`src/rtl/aes_pkg.sv`:
```
// Shared AES definitions: round count, round-key index width, RCON constants,
// S-box and word helpers (also used by the cipher datapath), and the key
// schedule FSM state type.
package aes_pkg;

  localparam int AES_ROUNDS = 10;
  localparam int RK_IDX_W   = 4;

  localparam logic [7:0] RCON_INIT = 8'h01;
  localparam logic [7:0] RCON_POLY = 8'h1b;

  typedef enum logic [1:0] {IDLE, EXPAND, READY} ksState_e;

  localparam logic [7:0] SBOX_TABLE [256] = '{
    8'h63, 8'h7c, 8'h77, 8'h7b, 8'hf2, 8'h6b, 8'h6f, 8'hc5, 8'h30, 8'h01, 8'h67, 8'h2b, 8'hfe, 8'hd7, 8'hab, 8'h76,
    8'hca, 8'h82, 8'hc9, 8'h7d, 8'hfa, 8'h59, 8'h47, 8'hf0, 8'had, 8'hd4, 8'ha2, 8'haf, 8'h9c, 8'ha4, 8'h72, 8'hc0,
    8'hb7, 8'hfd, 8'h93, 8'h26, 8'h36, 8'h3f, 8'hf7, 8'hcc, 8'h34, 8'ha5, 8'he5, 8'hf1, 8'h71, 8'hd8, 8'h31, 8'h15,
    8'h04, 8'hc7, 8'h23, 8'hc3, 8'h18, 8'h96, 8'h05, 8'h9a, 8'h07, 8'h12, 8'h80, 8'he2, 8'heb, 8'h27, 8'hb2, 8'h75,
    8'h09, 8'h83, 8'h2c, 8'h1a, 8'h1b, 8'h6e, 8'h5a, 8'ha0, 8'h52, 8'h3b, 8'hd6, 8'hb3, 8'h29, 8'he3, 8'h2f, 8'h84,
    8'h53, 8'hd1, 8'h00, 8'hed, 8'h20, 8'hfc, 8'hb1, 8'h5b, 8'h6a, 8'hcb, 8'hbe, 8'h39, 8'h4a, 8'h4c, 8'h58, 8'hcf,
    8'hd0, 8'hef, 8'haa, 8'hfb, 8'h43, 8'h4d, 8'h33, 8'h85, 8'h45, 8'hf9, 8'h02, 8'h7f, 8'h50, 8'h3c, 8'h9f, 8'ha8,
    8'h51, 8'ha3, 8'h40, 8'h8f, 8'h92, 8'h9d, 8'h38, 8'hf5, 8'hbc, 8'hb6, 8'hda, 8'h21, 8'h10, 8'hff, 8'hf3, 8'hd2,
    8'hcd, 8'h0c, 8'h13, 8'hec, 8'h5f, 8'h97, 8'h44, 8'h17, 8'hc4, 8'ha7, 8'h7e, 8'h3d, 8'h64, 8'h5d, 8'h19, 8'h73,
    8'h60, 8'h81, 8'h4f, 8'hdc, 8'h22, 8'h2a, 8'h90, 8'h88, 8'h46, 8'hee, 8'hb8, 8'h14, 8'hde, 8'h5e, 8'h0b, 8'hdb,
    8'he0, 8'h32, 8'h3a, 8'h0a, 8'h49, 8'h06, 8'h24, 8'h5c, 8'hc2, 8'hd3, 8'hac, 8'h62, 8'h91, 8'h95, 8'he4, 8'h79,
    8'he7, 8'hc8, 8'h37, 8'h6d, 8'h8d, 8'hd5, 8'h4e, 8'ha9, 8'h6c, 8'h56, 8'hf4, 8'hea, 8'h65, 8'h7a, 8'hae, 8'h08,
    8'hba, 8'h78, 8'h25, 8'h2e, 8'h1c, 8'ha6, 8'hb4, 8'hc6, 8'he8, 8'hdd, 8'h74, 8'h1f, 8'h4b, 8'hbd, 8'h8b, 8'h8a,
    8'h70, 8'h3e, 8'hb5, 8'h66, 8'h48, 8'h03, 8'hf6, 8'h0e, 8'h61, 8'h35, 8'h57, 8'hb9, 8'h86, 8'hc1, 8'h1d, 8'h9e,
    8'he1, 8'hf8, 8'h98, 8'h11, 8'h69, 8'hd9, 8'h8e, 8'h94, 8'h9b, 8'h1e, 8'h87, 8'he9, 8'hce, 8'h55, 8'h28, 8'hdf,
    8'h8c, 8'ha1, 8'h89, 8'h0d, 8'hbf, 8'he6, 8'h42, 8'h68, 8'h41, 8'h99, 8'h2d, 8'h0f, 8'hb0, 8'h54, 8'hbb, 8'h16
  };

  function automatic logic [7:0] sbox(input logic [7:0] b);
    return SBOX_TABLE[b];
  endfunction

  function automatic logic [31:0] rotWord(input logic [31:0] w);
    return {w[23:0], w[31:24]};
  endfunction

  function automatic logic [31:0] subWord(input logic [31:0] w);
    return {sbox(w[31:24]), sbox(w[23:16]), sbox(w[15:8]), sbox(w[7:0])};
  endfunction

  // Multiply by x in GF(2^8); advances rcon one round.
  function automatic logic [7:0] xtime(input logic [7:0] b);
    return {b[6:0], 1'b0} ^ (b[7] ? RCON_POLY : 8'h00);
  endfunction

endpackage

```
`src/rtl/aes_key_round_step.sv`:
```
// One AES-128 key-expansion round, purely combinational.
// Ports: prevKey - previous round key (word 0 in MSBs)
//        rcon    - round constant for this round
//        nextKey - next round key
module aes_key_round_step
  import aes_pkg::*;
(
  input  logic [127:0] prevKey,
  input  logic [7:0]   rcon,
  output logic [127:0] nextKey
);

  logic [31:0] w0, w1, w2, w3, t, n0, n1, n2, n3;

  always_comb begin
    w0 = prevKey[127:96];
    w1 = prevKey[95:64];
    w2 = prevKey[63:32];
    w3 = prevKey[31:0];
    t  = subWord(rotWord(w3)) ^ {rcon, 24'h000000};
    n0 = w0 ^ t;
    n1 = w1 ^ n0;
    n2 = w2 ^ n1;
    n3 = w3 ^ n2;
    nextKey = {n0, n1, n2, n3};
  end

endmodule

```
`src/rtl/aes_key_schedule_ctrl.sv`:
```
// Iterative AES-128 key-schedule controller. Accepts a cipher key over
// key_valid/key_ready, runs one expansion round per cycle into an 11-entry
// round-key buffer, and serves round keys through a registered read port.
// Optional macro AES_KEY_ZEROIZE_EN adds a zeroize input that clears the
// buffer one slot per cycle and holds the controller idle.
// Ports: clk, reset (async, active-high); key_in/key_valid/key_ready key
// handshake; busy, done (1-cycle pulse), keys_valid status; rd_idx/rd_en
// read request, rd_key/rd_hit registered read response.
module aes_key_schedule_ctrl
  import aes_pkg::*;
#(
  parameter int NUM_ROUNDS = AES_ROUNDS,
  parameter int KEY_W      = 128
) (
  input  logic                clk,
  input  logic                reset,
`ifdef AES_KEY_ZEROIZE_EN
  input  logic                zeroize,
`endif
  input  logic [KEY_W-1:0]    key_in,
  input  logic                key_valid,
  output logic                key_ready,
  output logic                busy,
  output logic                done,
  output logic                keys_valid,
  input  logic [RK_IDX_W-1:0] rd_idx,
  input  logic                rd_en,
  output logic [KEY_W-1:0]    rd_key,
  output logic                rd_hit
);

  localparam logic [RK_IDX_W-1:0] LAST_IDX = RK_IDX_W'(NUM_ROUNDS);

  ksState_e            state, stateNext;
  logic [RK_IDX_W-1:0] round, prevIdx, wrIdx;
  logic [7:0]          rcon;
  logic                keysValid, doneQ, rdHit, accept, lastRound, zeroActive, wrEn;
  logic [KEY_W-1:0]    rdKey, stepKey, wrData;
  logic [KEY_W-1:0]    slot [NUM_ROUNDS+1];

`ifdef AES_KEY_ZEROIZE_EN
  logic [RK_IDX_W-1:0] zeroCnt;

  always_ff @(posedge clk or posedge reset) begin
    if (reset)                zeroCnt <= '0;
    else if (!zeroize)        zeroCnt <= '0;
    else if (zeroCnt <= LAST_IDX) zeroCnt <= zeroCnt + 4'd1;
  end

  assign zeroActive = zeroize;
`else
  assign zeroActive = 1'b0;
`endif

  assign lastRound = (round == LAST_IDX);
  // The previous round key is read back from the buffer itself.
  assign prevIdx   = (round == '0) ? '0 : round - 4'd1;

  aes_key_round_step uStep (
    .prevKey (slot[prevIdx]),
    .rcon    (rcon),
    .nextKey (stepKey)
  );

  always_ff @(posedge clk or posedge reset) begin
    if (reset) state <= IDLE;
    else       state <= stateNext;
  end

  always_comb begin
    stateNext = state;
    key_ready = 1'b0;
    busy      = 1'b0;
    accept    = 1'b0;
    case (state)
      IDLE, READY: begin
        key_ready = !zeroActive;
        accept    = key_valid && key_ready;
        if (accept) stateNext = EXPAND;
      end
      EXPAND: begin
        busy = 1'b1;
        if (lastRound) stateNext = READY;
      end
      default: stateNext = IDLE;
    endcase
    if (zeroActive) stateNext = IDLE;
  end

  always_ff @(posedge clk or posedge reset) begin
    if (reset) begin
      round     <= '0;
      rcon      <= RCON_INIT;
      keysValid <= 1'b0;
      doneQ     <= 1'b0;
      rdKey     <= '0;
      rdHit     <= 1'b0;
    end else begin
      doneQ <= 1'b0;
      if (zeroActive) begin
        keysValid <= 1'b0;
      end else if (accept) begin
        round     <= 4'd1;
        rcon      <= RCON_INIT;
        keysValid <= 1'b0;
      end else if (state == EXPAND) begin
        round <= lastRound ? '0 : round + 4'd1;
        rcon  <= xtime(rcon);
        if (lastRound) begin
          doneQ     <= 1'b1;
          keysValid <= 1'b1;
        end
      end

      // Reads sample keysValid before this edge, so a read in the
      // acceptance cycle still sees the old schedule.
      if (rd_en) begin
        if (rd_idx <= LAST_IDX && keysValid && !zeroActive) begin
          rdKey <= slot[rd_idx];
          rdHit <= 1'b1;
        end else begin
          rdKey <= '0;
          rdHit <= 1'b0;
        end
      end else begin
        rdHit <= 1'b0;
      end
    end
  end

  always_comb begin
    wrEn   = 1'b0;
    wrIdx  = '0;
    wrData = '0;
    if (accept) begin
      wrEn   = 1'b1;
      wrData = key_in;
    end else if (state == EXPAND) begin
      wrEn   = 1'b1;
      wrIdx  = round;
      wrData = stepKey;
    end
`ifdef AES_KEY_ZEROIZE_EN
    if (zeroize) begin
      wrEn   = (zeroCnt <= LAST_IDX);
      wrIdx  = zeroCnt;
      wrData = '0;
    end
`endif
  end

  // Buffer has no reset; keys_valid gates all visibility.
  always_ff @(posedge clk) begin
    if (wrEn && wrIdx <= LAST_IDX) slot[wrIdx] <= wrData;
  end

  assign done       = doneQ;
  assign keys_valid = keysValid;
  assign rd_key     = rdKey;
  assign rd_hit     = rdHit;

endmodule

```
`config.mk`:
```
export PLATFORM = sky130hd
export DESIGN_NAME = aes_key_schedule_ctrl
export DESIGN_NICKNAME = d
export VERILOG_FILES = /design/src/rtl/aes_pkg.sv /design/src/rtl/aes_key_round_step.sv /design/src/rtl/aes_key_schedule_ctrl.sv
export SDC_FILE = /design/constraint.sdc
export NUM_CORES = 2
export LEC_CHECK = 0
export ABC_CLOCK_PERIOD_IN_PS = 14550
export CORE_MARGIN = 2
export CORE_UTILIZATION = 50
export CTS_CLUSTER_SIZE = 28
export DETAILED_ROUTE_END_ITERATION = 12
export PLACE_DENSITY = 0.69
export SLEW_MARGIN = 30
export SYNTH_ARGS = -nofsm -noshare
export SYNTH_HDL_FRONTEND = slang
export SYNTH_SLANG_ARGS = --single-unit
```
`constraint.sdc`:
```
create_clock -name clk -period 14.55 [get_ports clk]
set_input_delay 1.455 -clock clk [delete_from_list [all_inputs] [get_ports clk]]
set_output_delay 1.455 -clock clk [all_outputs]
set_load 0.05 [all_outputs]
```
-- Word-level counts from Yosys, hierarchy flattened
Memory sizes are Yosys's and may differ from the RTL's.
Index checks and enable logic that the tools add are counted.
- reductions and logical operators: 9
- add/sub/neg operators: 2
- bitwise logic cells: 10
- order comparisons: 6
- eq/ne operators: 5
- muxes and demuxes: 37
- operators with widths (operator ; number):
    $mux W128 ; 3
    $xor A32 B32 Y32 ; 5
    $mux W8 ; 10
    $ge A9 B9 Y1 const B ; 4
    $not A8 Y9 ; 4
    $mux W4 ; 6
    $mux W1 ; 14
    $le A4 B4 Y1 const B ; 2
    $xor A8 B5 Y8 ; 1
    $mux W5 ; 1
    $add A4 B1 Y4 const B ; 1
    $eq A4 B4 Y1 const B ; 1
    $logic_not A4 Y1 ; 1
    $mux W2 ; 2
    $ne A2 B2 Y1 const B ; 2
    $pmux W2 S2 ; 1
    $reduce_and A2 Y1 ; 2
    $reduce_bool A2 Y1 ; 2
    $sub A4 B1 Y4 const B ; 1
    $eq A2 B1 Y1 const B ; 1
    $eq A2 B2 Y1 const B ; 1
    $logic_and A1 B1 Y1 ; 2
    $logic_not A2 Y1 ; 1
    $reduce_or A2 Y1 ; 1
- register bits: 145
- logic and storage cells: 81
- output and inout port bits: 133
- memories: 5
- memory bits (read-only): 8192
- bits in writable memories: 1408
- memories (memory ; depth ; width ; read ports ; clocked after Yosys merged registers in ; write ports ; RTL line ; RTL):
    (no name shown) ; 256 ; 8 ; 1 ; 0 ; 0 ; aes_pkg.sv:34 ; return SBOX_TABLE[b];
    (no name shown) ; 256 ; 8 ; 1 ; 0 ; 0 ; aes_pkg.sv:34 ;
    (no name shown) ; 256 ; 8 ; 1 ; 0 ; 0 ; aes_pkg.sv:34 ;
    (no name shown) ; 256 ; 8 ; 1 ; 0 ; 0 ; aes_pkg.sv:34 ;
    slot ; 11 ; 128 ; 2 ; 0 ; 1 ; aes_key_schedule_ctrl.sv:39 ; logic [KEY_W-1:0] slot [NUM_ROUNDS+1];

-- Longest topological paths before layout
An unclocked memory read counts as a cell.
- depth in word-level cells: 14
- depth in mapped cells: 25
- mapped depth without buffers: 18

-- Modules after synthesis
A second synthesis with hierarchy kept.
- cell total of the unflattened synthesis: 7609
- area, all modules: 90998.5 µm²
- by module, submodules not included (module ; area an instance (µm²) ; cells each ; times used):
    aes_key_schedule_ctrl ; 74956.9 ; 5299 ; 1
    aes_key_round_step ; 16041.6 ; 2310 ; 1

-- Least setup slack after synthesis
No wires, ideal clock.
- path type: register to register
- start point: register round[0]
- end point: memory slot[9][0], enable pin
- library setup time: 772 ps
- cell stages (with the launch flop): 11
- required time: 13778 ps
- buffers on the path: 8
- path slack: 3339 ps
- arrival: 10440 ps
- cell sequence: dfrtp_1 buf_6 buf_8 buf_12 buf_12 nand2b_1 clkbuf_1 buf_1 clkbuf_1 buf_1 nor3_1
- word-level cells in the longest chain between the ends: 6
- RTL lines (what ; RTL line ; RTL):
    start, declared ; aes_key_schedule_ctrl.sv:35 ; logic [RK_IDX_W-1:0] round, prevIdx, wrIdx;
    start signal, assigned ; aes_key_schedule_ctrl.sv:107 ; round <= lastRound ? '0 : round + 4'd1;
    $mux W4 (*) ; aes_key_schedule_ctrl.sv:138 ; end else if (state == EXPAND) begin
    $mux W4 (*) ; aes_key_schedule_ctrl.sv:135 ; if (accept) begin
    $le A4 B4 Y1 ; aes_key_schedule_ctrl.sv:154 ; if (wrEn && wrIdx <= LAST_IDX) slot[wrIdx] <= wrData;
    $logic_and A1 B1 Y1 ; aes_key_schedule_ctrl.sv:154 ;
    $mux W1 ; aes_key_schedule_ctrl.sv:154 ;
    $mux W1 (not written as such) ; aes_key_schedule_ctrl.sv:154 ;
    end, declared ; aes_key_schedule_ctrl.sv:39 ;
Mark *: on every way between the ends. The rest lies on a longest branch, timed or not.

-- Final worst setup path
- start point: register round[1]
- end point: memory slot[10][1], data pin
- word-level cells in the longest chain between the ends: 14
- RTL lines (what ; RTL line ; RTL):
    $sub A4 B1 Y4 or $logic_not A4 Y1 (tied branches) ; aes_key_schedule_ctrl.sv:57 ; assign prevIdx = (round == '0) ? '0 : round - 4'd1;
    $mux W4 (*) ; aes_key_schedule_ctrl.sv:57 ;
    $mem_v2 Z11 W128 (*) ; n/a ;
    $not A8 Y9 (not written as such) ; aes_pkg.sv:34 ;
    $mem_v2 Z256 W8 ; n/a ;
    $mux W8 (not written as such) (2 in a row) ; aes_pkg.sv:34 ;
    $xor A32 B32 Y32 ; aes_key_round_step.sv:20 ; t = subWord(rotWord(w3)) ^ {rcon, 24'h000000};
    $xor A32 B32 Y32 ; aes_key_round_step.sv:21 ; n0 = w0 ^ t;
    $xor A32 B32 Y32 ; aes_key_round_step.sv:22 ; n1 = w1 ^ n0;
    $xor A32 B32 Y32 ; aes_key_round_step.sv:23 ; n2 = w2 ^ n1;
    $xor A32 B32 Y32 (*) ; aes_key_round_step.sv:24 ; n3 = w3 ^ n2;
    $mux W128 (*) ; aes_key_schedule_ctrl.sv:138 ;
    $mux W128 (*) ; aes_key_schedule_ctrl.sv:135 ;
    named net wrData[1] ; aes_key_schedule_ctrl.sv:38 ; logic [KEY_W-1:0] rdKey, stepKey, wrData;
The timed path passes the listed nets; every way through them passes the cells marked *. The select of a mux whose other input is x is not followed.

==> flow_summary_export.csv <==
group,metric,value,unit
outcome,status,"finished, final reports clean",
setup_path,path_cells,"buf_4 -> buf_4 -> and2_1 -> a21oi_4 -> buf_4 -> o21ai_0 -> nand2_1 -> and2_1 -> inv_2 -> ha_1 -> clkinv_1 -> a21oi_1 -> o21ai_0 -> a32oi_1 -> nor2_1 -> o21ai_1 -> nand3_1 -> xnor3_1 -> xnor2_1 -> o21ai_1",
setup_path,endpoint,"slot[10][1]$_DFFE_PP_",
synthesis,netlist_top_cells_area,"edfxtp_1 46%, mux4_2 6.4%, mux2i_1 4.3%, a21oi_1 4.2%, nand2_1 4.1%",
clock_tree,clkTransAtPathRegs,0.06,ns
detailed_routing,ant_nets,0,
die,start_util,50.2,%
clock_tree,cts_tree,"done",
setup_path,r2r_slack,5.11,ns
detailed_routing,route.vias.total,81200,
setup_path,critPathLaunchType,"flop",
synthesis,synth_nets,8737,
setup_path,arrival,9.97,ns
synthesis,synth_flop_cell,"edfxtp_1",
placed_design,hpwl,252,mm
setup_path,cp.required,15.08,ns
synthesis,synth_edf_count,1408,
clock_tree,htree_levels,4,
synthesis,synth-simple-area-share,10.4,%
detailed_routing,drc,0,
timing,finClkSkew,0.0925,ns
finish,fin_cells,11000,
synthesis,synth-seq-cells,1553,
timing,max_slew_margin,22.0,%
placed_design,io_buffer_count,268,
synthesis,synth.yosys.seq_area_share,50.0,%
setup_path,cp_slowest_stage_delay,0.80,ns
timing,worst_slack,5.11,ns
timing,worstMarginPinSlew,1.17,ns
clock_tree,cts-buffers-inserted,165,
global_route,grt_most_used_layer,"met2",
setup_path,path_max_fanout,52,
detailed_routing,dr.pass1.iters,9,
clock_tree,cts.sinks,1553,
timing,rsz0062_at_grt,"false",
setup_path,critPathLaunch,"round[1]$_DFFE_PP0P_",
synthesis,syn_area,0.0918,mm2
clock_tree,clk_path_buf_depth,3,
global_route,use_met1,54.2,%
synthesis,synth_compound_area_share,20.9,%
synthesis,yosys.area_share.adder,0.723,%
synthesis,synthMuxAreaShare,10.9,%
global_route,grt_overflow,0,
die,core_area,0.183,mm2
finish,nets,8611,
die,ioPinCount,269,
detailed_routing,wl,401,mm
clock_tree,postCtsSetupBuffers,0,
clock_tree,cts-root-buf,"clkbuf_16",
placed_design,preCtsSetupSlack,5.74,ns
finish,layout-drive-gt1-share,11.7,%
detailed_routing,drtIter0Drc,14500,
synthesis,synth_common_cells,"1408 x edfxtp_1, 1001 x nand2_1, 772 x a21oi_1, 730 x o21ai_0, 392 x mux2i_1",
global_route,antenna_found_initial,17,
global_route,grt_pass1_vias,77500,
die,dieWidth,432,um
global_route,grt_pass1_wl,566,mm
placed_design,gp_congestion,1.06,
setup_path,worstReg2RegStart,"round[1]$_DFFE_PP0P_",
die,row_count,157,
finish,nFillCells,15300,
setup_path,path_depth,20,
global_route,grt_max_degree,188,
die,die_h,432,um
placed_design,dp.cells,10600,
setup_path,r2r-end,"slot[10][1]$_DFFE_PP_",
synthesis,yosysTopAreaCell,"edfxtp_1",
clock_tree,post_cts_resized,0,
synthesis,yosysWarnings,0,
clock_tree,cts_hold_buf,0,
setup_path,crit_buf_inv,5,
hold_path,hold_class,"flop to flop",
timing,fin_tns_setup,0,ns
timing,hold_viol,0,
die,dieArea,0.187,mm2
timing,fmax,106,MHz
synthesis,syn_inst,8548,
run,cap_viol_max_count,0,
timing,maxSlewViolCount,0,
setup_path,cp_top_family,"compound AO/OA/AOI/OAI gates",
synthesis,synth_top_family_by_area,"compound AO/OA/AOI/OAI gates",
global_route,use_met3,10.7,%
detailed_routing,wl_per_cell,36.6,um
setup_path,crit_type,"flop to flop",
global_route,met2_usage,60.8,%
synthesis,synthXorXnorAreaFrac,2.00,%
clock_tree,clock_latency,0.88,ns
global_route,grt_usage,41.8,%
detailed_routing,via_per_inst,7.41,
synthesis,netlist.area_leader.share,46.1,%
synthesis,async_reset_ff_share,9.34,%
synthesis,synth.distinct_cells,131,
synthesis,yosysMostFrequentCell,"edfxtp_1",
setup_path,end_kind,"flop",
finish,syn_to_final_growth,11.0,%
setup_path,reg2reg_depth,20,
synthesis,avgSynthCellArea,10.7,um2
timing,fin_crit,9.44,ns
timing,setup-violations-final,0,
setup_path,cpMaxStageDelayCell,"a21oi_1",
timing,fin_crit_sh,64.9,%
setup_path,crit_top_cell,"buf_4",
[cells by family (layout without fill, tap and decap cells)]
family                     count (synthesis)  count (layout)
AOI/OAI and AO/OA                       2985            2985
xor gates and xnor gates                 177             177
and+or+nand+nor                         2097            2097
buffers and inverters                   1015            1028
muxes                                    668             668
adders and majority gates                 53              53
other                                      0              12
DFF                                     1553            1553
[area by class of cell]
type | instances | area, um2 | area share (%)
Tap cell | 2385 | 2980 | 2.93
Inverter | 204 | 795 | 0.780
Clock inverter | 77 | 937 | 0.920
Sequential cell | 1553 | 45900 | 45.1
Clock buffer | 229 | 4610 | 4.53
Antenna cell | 12 | 30.0 | 0.0295
Multi-Input combinational cell | 5980 | 41700 | 40.9
Timing Repair Buffer | 518 | 4890 | 4.80
[worst min-delay path by stage]
stage	startpoint	depth (start not counted)	end	slack [ns]
final	keys_valid$_DFFE_PP0P_	1	keys_valid$_DFFE_PP0P_	0.52
after floorplan	state[1]$_DFFE_PP0P_	1	state[1]$_DFFE_PP0P_	0.48
after CTS	keys_valid$_DFFE_PP0P_	1	keys_valid$_DFFE_PP0P_	0.53
after global placement	keys_valid$_DFFE_PP0P_	1	keys_valid$_DFFE_PP0P_	0.51
after detailed placement	keys_valid$_DFFE_PP0P_	1	keys_valid$_DFFE_PP0P_	0.52
after global routing	keys_valid$_DFFE_PP0P_	1	keys_valid$_DFFE_PP0P_	0.54
[worst reg2reg max path, delay by kind of cell, from the launching register on]
kind | cells | cell delay, ns
compound gates | 7 | 2.72
fa+ha+maj | 1 | 0.58
buf+inv | 5 | 2.52
xor+xnor | 2 | 1.05
flops | 1 | 0.57
simple gates | 5 | 1.67
[routing by layer]
layer  wire length [um]  vias up
met5                 80        -
met4              34800       10
met3              53500     1441
met2             171000     7174
met1             141000    39800
li1                   -    32900
[stage by stage]
| step | instance area [um2] | hold WS (ns) | util [%] |
|---|---|---|---|
| after global routing | 102000 | 0.536 | 55.7 |
| after floorplan | 91800 | 0.482 | - |
| final | 102000 | 0.522 | 55.7 |
| after global placement | 96000 | 0.507 | 52.5 |
| after CTS | 102000 | 0.525 | 55.7 |
| after detailed placement | 96100 | 0.515 | 52.6 |
[cells in the final DEF (no fill, tap or decap), types with 180 or more instances in the layout]
| cell | netlist | routed |
|---|---|---|
| mux2i_1 | 392 | 392 |
| edfxtp_1 | 1408 | 1408 |
| o21ai_0 | 730 | 676 |
| a21oi_1 | 772 | 757 |
| nor3_1 | 186 | 180 |
| buf_4 | 51 | 223 |
| clkdlybuf4s50_1 | 0 | 263 |
| mux4_2 | 260 | 260 |
| nand3_1 | 224 | 224 |
| nor2_1 | 335 | 320 |
| nand2_1 | 1001 | 997 |
| inv_1 | 186 | 183 |
[state kept, by name, summed over array words and instances, names as in the netlist]
register / count
rcon: 8
rd_key: 128
done: 1
state: 2
round: 4
slot: 1408
rd_hit: 1
keys_valid: 1
Power is left out: the tool's default activity adds up to more than one toggle a clock period on the data nets, which glitch-free logic cannot reach.
